--- config.mk ---
export PLATFORM = sky130hd
export DESIGN_NAME = aes128_key_expand
export DESIGN_NICKNAME = d
export VERILOG_FILES = /design/src/rtl/aes128_key_expand.sv
export SDC_FILE = /design/constraint.sdc
export NUM_CORES = 2
export LEC_CHECK = 0
export BUFFER_PORTS_ARGS = -buffer_cell sky130_fd_sc_hd__buf_2
export CORE_ASPECT_RATIO = 2
export CORE_UTILIZATION = 30
export CTS_BUF_LIST = sky130_fd_sc_hd__clkbuf_4
export CTS_CLUSTER_SIZE = 8
export DETAILED_ROUTE_END_ITERATION = 10
export GPL_ROUTABILITY_DRIVEN = 0
export PLACE_DENSITY = 0.51
export SLEW_MARGIN = 20
export SYNTH_ARGS = -nofsm -noshare
export SYNTH_HDL_FRONTEND = slang
export SYNTH_SLANG_ARGS = --single-unit
--- constraint.sdc ---
create_clock -name clk -period 5.85 [get_ports clk]
set_clock_uncertainty 0.05 [all_clocks]
set_input_delay 0 -clock clk [delete_from_list [all_inputs] [get_ports clk]]
set_output_delay 0 -clock clk [all_outputs]
set_load 0.005 [all_outputs]
--- src/rtl/aes128_key_expand.sv ---
// ---------------------------------------------------------------------------
// aes128_key_expand
// Iterative AES-128 key schedule. Produces round keys 0..10, one per clock,
// on a valid-qualified output. It also stores every key in a round-key file
// so that the downstream encrypt core can read any round key by index.
//
// Ports
//   clk        in   rising-edge clock
//   reset_n    in   asynchronous active-low reset
//   start      in   expansion request; only accepted while busy=0
//   key        in   [127:0] cipher key, latched on the accepted start
//   busy       out  expansion in progress
//   rk_valid   out  round_key / rk_index valid this cycle
//   rk_index   out  [3:0] round number of round_key
//   round_key  out  [127:0] current round key (key[127:120] is byte 0)
//   done       out  one-cycle pulse together with the last round key
//   rd_index   in   [3:0] round-key file read address
//   rd_key     out  [127:0] combinational file read, 0 past the last round
//
// state  | meaning
// IDLE   | waiting for start; outputs hold the last key and index
// EXPAND | presenting one round key per cycle, rk_index 0..NUM_ROUNDS
// ---------------------------------------------------------------------------
module aes128_key_expand #(
    parameter int NUM_ROUNDS = 10
) (
    input  logic         clk,
    input  logic         reset_n,
    input  logic         start,
    input  logic [127:0] key,
    output logic         busy,
    output logic         rk_valid,
    output logic [3:0]   rk_index,
    output logic [127:0] round_key,
    output logic         done,
    input  logic [3:0]   rd_index,
    output logic [127:0] rd_key
);

    localparam logic [3:0] LAST_IDX = 4'(NUM_ROUNDS);

    // FIPS-197 S-box, entry 0 leftmost.
    localparam logic [0:255][7:0] SBOX = {
        128'h637c777bf26b6fc53001672bfed7ab76,
        128'hca82c97dfa5947f0add4a2af9ca472c0,
        128'hb7fd9326363ff7cc34a5e5f171d83115,
        128'h04c723c31896059a071280e2eb27b275,
        128'h09832c1a1b6e5aa0523bd6b329e32f84,
        128'h53d100ed20fcb15b6acbbe394a4c58cf,
        128'hd0efaafb434d338545f9027f503c9fa8,
        128'h51a3408f929d38f5bcb6da2110fff3d2,
        128'hcd0c13ec5f974417c4a77e3d645d1973,
        128'h60814fdc222a908846eeb814de5e0bdb,
        128'he0323a0a4906245cc2d3ac629195e479,
        128'he7c8376d8dd54ea96c56f4ea657aae08,
        128'hba78252e1ca6b4c6e8dd741f4bbd8b8a,
        128'h703eb5664803f60e613557b986c11d9e,
        128'he1f8981169d98e949b1e87e9ce5528df,
        128'h8ca1890dbfe6426841992d0fb054bb16
    };

    typedef enum logic {IDLE, EXPAND} state_t;

    state_t         state;
    state_t         state_nxt;
    logic           accept;
    logic           last;
    logic [7:0]     rcon;
    logic [7:0]     rcon_nxt;
    logic [127:0]   key_nxt;
    logic [127:0]   rk_file [0:10];

    always_ff @(posedge clk or negedge reset_n) begin
        if (!reset_n) state <= IDLE;
        else          state <= state_nxt;
    end

    always_comb begin
        state_nxt = state;
        accept    = 1'b0;
        last      = 1'b0;
        case (state)
            IDLE: begin
                if (start) begin
                    accept    = 1'b1;
                    state_nxt = EXPAND;
                end
            end
            EXPAND: begin
                if (rk_index == LAST_IDX) begin
                    last      = 1'b1;
                    state_nxt = IDLE;
                end
            end
            default: state_nxt = IDLE;
        endcase
    end

    assign busy     = (state == EXPAND);
    assign rk_valid = busy;
    assign done     = busy && (rk_index == LAST_IDX);

    // Next round key from the key currently presented.
    always_comb begin
        logic [31:0] w0, w1, w2, w3, rot, t, n0, n1, n2, n3;
        w0  = round_key[127:96];
        w1  = round_key[95:64];
        w2  = round_key[63:32];
        w3  = round_key[31:0];
        rot = {w3[23:0], w3[31:24]};
        t   = {SBOX[rot[31:24]], SBOX[rot[23:16]], SBOX[rot[15:8]], SBOX[rot[7:0]]}
              ^ {rcon, 24'h0};
        n0  = w0 ^ t;
        n1  = w1 ^ n0;
        n2  = w2 ^ n1;
        n3  = w3 ^ n2;
        key_nxt  = {n0, n1, n2, n3};
        rcon_nxt = {rcon[6:0], 1'b0} ^ (rcon[7] ? 8'h1b : 8'h00);
    end

    // The file entry for a round is written at the end of the cycle that
    // presents it; round_key/rk_index freeze on the last round.
    always_ff @(posedge clk or negedge reset_n) begin
        if (!reset_n) begin
            round_key <= '0;
            rk_index  <= '0;
            rcon      <= 8'h01;
            for (int i = 0; i <= 10; i++) rk_file[i] <= '0;
        end else if (accept) begin
            round_key <= key;
            rk_index  <= '0;
            rcon      <= 8'h01;
        end else if (busy) begin
            rk_file[rk_index] <= round_key;
            if (!last) begin
                round_key <= key_nxt;
                rk_index  <= rk_index + 4'd1;
                rcon      <= rcon_nxt;
            end
        end
    end

    assign rd_key = (rd_index <= LAST_IDX) ? rk_file[rd_index] : '0;

endmodule

# Word level (Yosys, flattened, before mapping)
# Memories as Yosys holds them, arrays and structs flattened.
# Index checks and enable logic that the tools add are counted.
totals:
  n_memories: 4
  latch_bits: 0
  rom_bits: 8192
  mem_bits_rw: 0
  register_bits: 1549
  output_inout_bits: 263
  input_bits: 135
mem_list:
  columns: ["name", "words", "word_bits", "rd", "rd_ports_with_merged_regs", "wr", "line", "source"]
  rows:
  - ["(no name shown)", 256, 8, 1, 0, 0, "111", "t = {SBOX[rot[31:24]], SBOX[rot[23:16]], SBOX[rot[15:8]], SBOX[rot[7:0]]}"]
  - ["(no name shown)", 256, 8, 1, 0, 0, "111", null]
  - ["(no name shown)", 256, 8, 1, 0, 0, "111", null]
  - ["(no name shown)", 256, 8, 1, 0, 0, "111", null]
classes:
  n_reduce_logical: 5
  add_sub_neg: 1
  shift: 0
  div: 0
  n_lt_le_gt_ge: 8
  mux: 31
  n_eq_ne: 2
  n_bitwise: 14
  n_mul: 0
ops:
  columns: ["op", "count"]
  rows:
  - ["1408-bit bitwise mux", 1]
  - ["128-bit 2-to-1 mux", 7]
  - ["128-bit binary-select mux with 4-bit select", 1]
  - ["128-bit demux with 4-bit select", 1]
  - ["32-bit bitwise XOR", 5]
  - ["8-bit 2-to-1 mux", 11]
  - ["9-bit greater-or-equal comparator (second input constant)", 4]
  - ["8-bit NOT with 9-bit output", 4]
  - ["4-bit 2-to-1 mux", 3]
  - ["5-bit greater-or-equal comparator (second input constant)", 2]
  - ["4-bit NOT with 5-bit output", 2]
  - ["8-bit by 5-bit bitwise XOR with 8-bit output", 1]
  - ["5-bit by 1-bit less-than comparator with 1-bit output (second input constant)", 1]
  - ["1-bit 2-to-1 mux", 5]
  - ["5-bit 2-to-1 mux", 1]
  - ["4-bit by 1-bit adder with 4-bit output (second input constant)", 1]
  - ["4-bit equality test (second input constant)", 1]
  - ["4-bit <= comparator (second input constant)", 1]
  - ["2-bit AND reduction", 2]
  - ["1-bit logical AND", 2]
  - ["2-bit inequality test (second input constant)", 1]
  - ["1-bit NOT", 2]
  - ["1-bit case mux with 2 select lines", 1]
  - ["2-bit nonzero test", 1]

# Logic depth before layout (Yosys ltp)
logic_depth:
  word_depth: 12
  mapped_depth: 15

# Worst setup path after synthesis
# Ideal clock, no wire load.
synth_timing:
  kind: "flip-flop to flip-flop"
  from: "reg round_key[25]"
  to: "reg round_key[33]"
  synth_period_minus_slack_ns: 4.037
  path_slack_ns: 1.813
  t_arrival_ns: 3.861
  path_stages_with_launch: 15
  required_ns: 5.674
  n_path_buf: 5
  cell_sequence: "dfrtp_1 -> clkbuf_1 -> clkbuf_1 -> inv_1 -> clkbuf_1 -> ha_1 -> clkbuf_1 -> clkbuf_1 -> mux4_2 -> a32oi_1 -> nand3_1 -> mux4_2 -> xnor2_1 -> o21ai_0 -> a221o_1"
synth_between:
  elab_chain_cells: 11
synth_lines:
  columns: ["element", "line", "source"]
  rows:
  - ["start: declaration", "34", "output logic [127:0] round_key,"]
  - ["start signal: assignment", "130", "round_key <= key;"]
  - ["start signal: assignment", "136", "round_key <= key_nxt;"]
  - ["8-bit NOT with 9-bit output (not written as such)", "111", null]
  - ["memory 256 x 8 bit", null, null]
  - ["8-bit 2-to-1 mux (not written as such) (2 in series)", "111", null]
  - ["32-bit bitwise XOR", "112", "^ {rcon, 24'h0};"]
  - ["32-bit bitwise XOR", "113", "n0 = w0 ^ t;"]
  - ["32-bit bitwise XOR", "114", "n1 = w1 ^ n0;"]
  - ["32-bit bitwise XOR", "115", "n2 = w2 ^ n1;"]
  - ["128-bit 2-to-1 mux", "135", "if (!last) begin"]
  - ["128-bit 2-to-1 mux", "133", "end else if (busy) begin"]
  - ["128-bit 2-to-1 mux", "129", "end else if (accept) begin"]
# Every way passes these cells. The select of a mux whose other input is x is not followed.
# A chain may end at the register's enable or synchronous reset.

# Worst setup path in the final report
layout_timing:
  from: "reg round_key[8]"
  to: "reg round_key[20]"
layout_between:
  elab_chain_cells: 12
layout_lines:
  columns: ["element", "line", "source"]
  rows:
  - ["8-bit NOT with 9-bit output (not written as such)", "111", null]
  - ["memory 256 x 8 bit", null, null]
  - ["8-bit 2-to-1 mux (not written as such) (2 in series)", "111", null]
  - ["32-bit bitwise XOR", "112", null]
  - ["32-bit bitwise XOR", "113", null]
  - ["32-bit bitwise XOR", "114", null]
  - ["32-bit bitwise XOR", "115", null]
  - ["32-bit bitwise XOR", "116", "n3 = w3 ^ n2;"]
  - ["128-bit 2-to-1 mux", "135", null]
  - ["128-bit 2-to-1 mux", "133", null]
  - ["128-bit 2-to-1 mux", "129", null]
# Every way passes these cells. The select of a mux whose other input is x is not followed.

==> flow_summary.ini <==
[run_status]
outcome = completed

[setup_path]
slowest_delay_ns = 1.10
crit_type = reg2reg
cp_num_buf_inv = 2
crit_cells = 11
cpLargestDelayFamily = compound AO/OA/AOI/OAI gates
path_max_fanout = 38
crit_top_cell = nor2_1
reg2regPathDepth = 11
crit_slowest_cell = a2111oi_1
worstPathRequired_ns = 6.96
rrSetupSlack_ns = 0.61
cp_cell_sequence = buf_4 > ha_1 > nor2_1 > nor3_1 > nor2_1 > a2111oi_1 > o32a_1 > xnor2_1 > mux2i_1 > a221o_1 > dlygate4sd3_1
crit_path_start_kind = flip-flop
reg2reg_from = round_key[8]
r2r-end = round_key[20]
cp.arrival_ns = 6.36
worstSetupEndpointType = flip-flop

[global_routing]
grt_pass1_vias = 71400
grt_pass1_wl_mm = 513
grt_util_all_layers = 0.242
antenna_found_initial = 45
grt_overflow = 0
grt_max_degree = 160

[worst_hold_path]
hp-start = start
whs_path_depth = 5
holdPathEnd = rcon[6]
hp-class = in2reg

[synth]
syn_area_um2 = 85600
synth.avg_cell_area_um2 = 11.0
synth_flop_cell = dfrtp_1
async_reset_ff_frac = 1.00
synth_seq_cells = 1549
synth_top_area_frac = 0.453
synthTopCellsByArea = dfrtp_1 (45%), mux2_2 (14%), mux4_2 (8.4%)
synth_warnings = 0
yosysTopAreaCell = dfrtp_1
synth_edf_count = 0
syn_inst = 7790
syn-num-nets = 7985
yosysUniqueCellTypes = 95
yosysSeqAreaShare = 0.453

[clock_tree]
cts_buffers = 377
root_buffer = clkbuf_4
clockBufferDepth = 4
cts_resized = 0
cts_sinks = 1549
path_clk_slew_ns = 0.08
tritoncts = done
clock_latency_ns = 1.33
h-tree-depth = 5

[placed_design]
placed_area_um2 = 90800
dp_hpwl_mm = 230
numPortBuffers = 397

[floorplanning]
core_area_um2 = 284000
start_util = 0.301
die_y_um = 757
num_io_pins = 398
fp.dieArea_um2 = 287000
die_x_um = 380
rows = 277

[timing]
rsz0062_at_grt = no
setup_tns_ns = 0
period_share = 0.896
final_hold_viol_count = 0
max_slew_margin = 0.0244
fmax_mhz = 191
final-setup-viol-count = 0
fin_crit_ns = 5.24
tightest_slew_ns = 1.46
drv_slew = 0

[layout]
multi_input_area_um2 = 43300
design_area_um2 = 99100
drive_gt1_frac = 0.302
synthToLayoutAreaGrowth_pct = 15.9
final_nets = 8453
most-common-layout-cells = dfrtp_1 (1532), mux2_2 (1027), nand2_1 (772), o21ai_0 (553), clkbuf_4 (546)
area.sequential_um2 = 38800
fillers = 28800
layout_commonest_cell = dfrtp_1

[drt]
vias = 70500
dr.pass1.iters = 9
wl_per_cell_um = 29.0
routed_via_density = 5.73
drtIter0Drc = 7352
drc = 0
finalWirelength_mm = 358
ant_nets = 0

[run]
cap_violations = 0

[power_and_ir_drop]
p_leak_uw = 0.0425
powerDensity_nw_per_um2 = 684
ir_drop_uv = 501
per-layer routing:
layer / vias to the layer above / share of wire / GRT usage
met2: 3838 / 0.45 / 0.383
met5: - / 0.00042 / 0
li1: 29600 / - / -
met1: 35900 / 0.39 / 0.300
met3: 1082 / 0.092 / 0.0625
met4: 22 / 0.064 / 0.138
layout make-up:
class	instances	share of cell area
Tap cell	3766	0.0475
Timing Repair Buffer	928	0.0741
Sequential cell	1549	0.391
Antenna cell	22	0.000555
Clock inverter	99	0.00545
Inverter	73	0.00279
Multi-Input combinational cell	5329	0.437
Clock buffer	546	0.0413
tightest hold or removal path: cells and delay by family:
family          cells  cell delay [ns]
buf+inv             2             0.71
simple gates        2             0.64
compound gates      1             0.06
state kept, by name (all words and copies together) (netlist names):
name and cells:
busy 1, rcon 8, rk_file 1408, rk_index 4, round_key 128
synth_stat cells (22+ instances only):
master,n
dfrtp_1,1548
mux2_2,1027
nand2_1,773
clkbuf_1,607
o21ai_0,553
nor2_1,325
a21oi_1,321
mux4_2,318
mux2i_1,308
o22ai_1,144
nor3_1,127
buf_1,111
nand3_1,107
xnor2_1,104
nand2b_1,100
buf_2,99
nor2b_1,99
o211ai_1,68
a211oi_1,62
ha_1,60
inv_1,59
a221o_1,55
a22oi_1,52
a31oi_1,41
a21o_1,40
o31ai_1,36
or3_1,35
a311oi_1,31
o311ai_0,30
xor2_1,30
and2_1,28
and3_1,25
nand4_1,25
nor3b_1,23
or2_2,23
a211o_1,22
per-stage QoR:
step                      setup slack, ns   util  hold WS [ns]  power, uW  instances
after floorplan                      1.81      -        -0.346      43500       7790
after global routing                0.601  0.349         0.156      71300      12300
final                               0.606  0.349         0.150      67800      12300
after detailed placement             1.50  0.319        0.0814      56500      11300
after CTS                           0.899  0.349        0.0169      67100      12300
after global placement               1.29  0.319        0.0544      55500      11300
logic make-up (layout without fill, tap and decap cells):
group / after synthesis / after routing / synth area share
xor+xnor: 149 / 149 / 0.0177
fa+ha+maj: 60 / 60 / 0.00877
simple gates: 1760 / 1760 / 0.0946
compound gates: 1705 / 1705 / 0.128
other cells: 0 / 22 / 0
mux: 1655 / 1655 / 0.255
flops: 1549 / 1549 / 0.453
buf+inv: 912 / 1646 / 0.0426
what timing repair did:
item | in CTS | in global routing
endpoints found under the hold margin | 1668 | 0
setup buffers | 0 | 0
hold buffers | 366 | 0
report_power, final:
part | leakage, uW | internal, uW | switching [uW]
Sequential | 0.0191 | 16000 | 5410
Combinational | 0.0205 | 16400 | 20900
Clock | 0.00276 | 4450 | 4640
Total | 0.0425 | 36900 | 30900
worst max path at each step:
stage / slack (ns) / end / start
after floorplan: 1.81 / round_key[33] / round_key[25]
after global placement: 1.29 / round_key[20] / round_key[8]
after detailed placement: 1.50 / round_key[77] / round_key[1]
after CTS: 0.90 / round_key[20] / round_key[8]
after global routing: 0.60 / round_key[12] / round_key[0]
final: 0.61 / round_key[20] / round_key[8]
No activity file was read; power rests on OpenSTA's default activity.
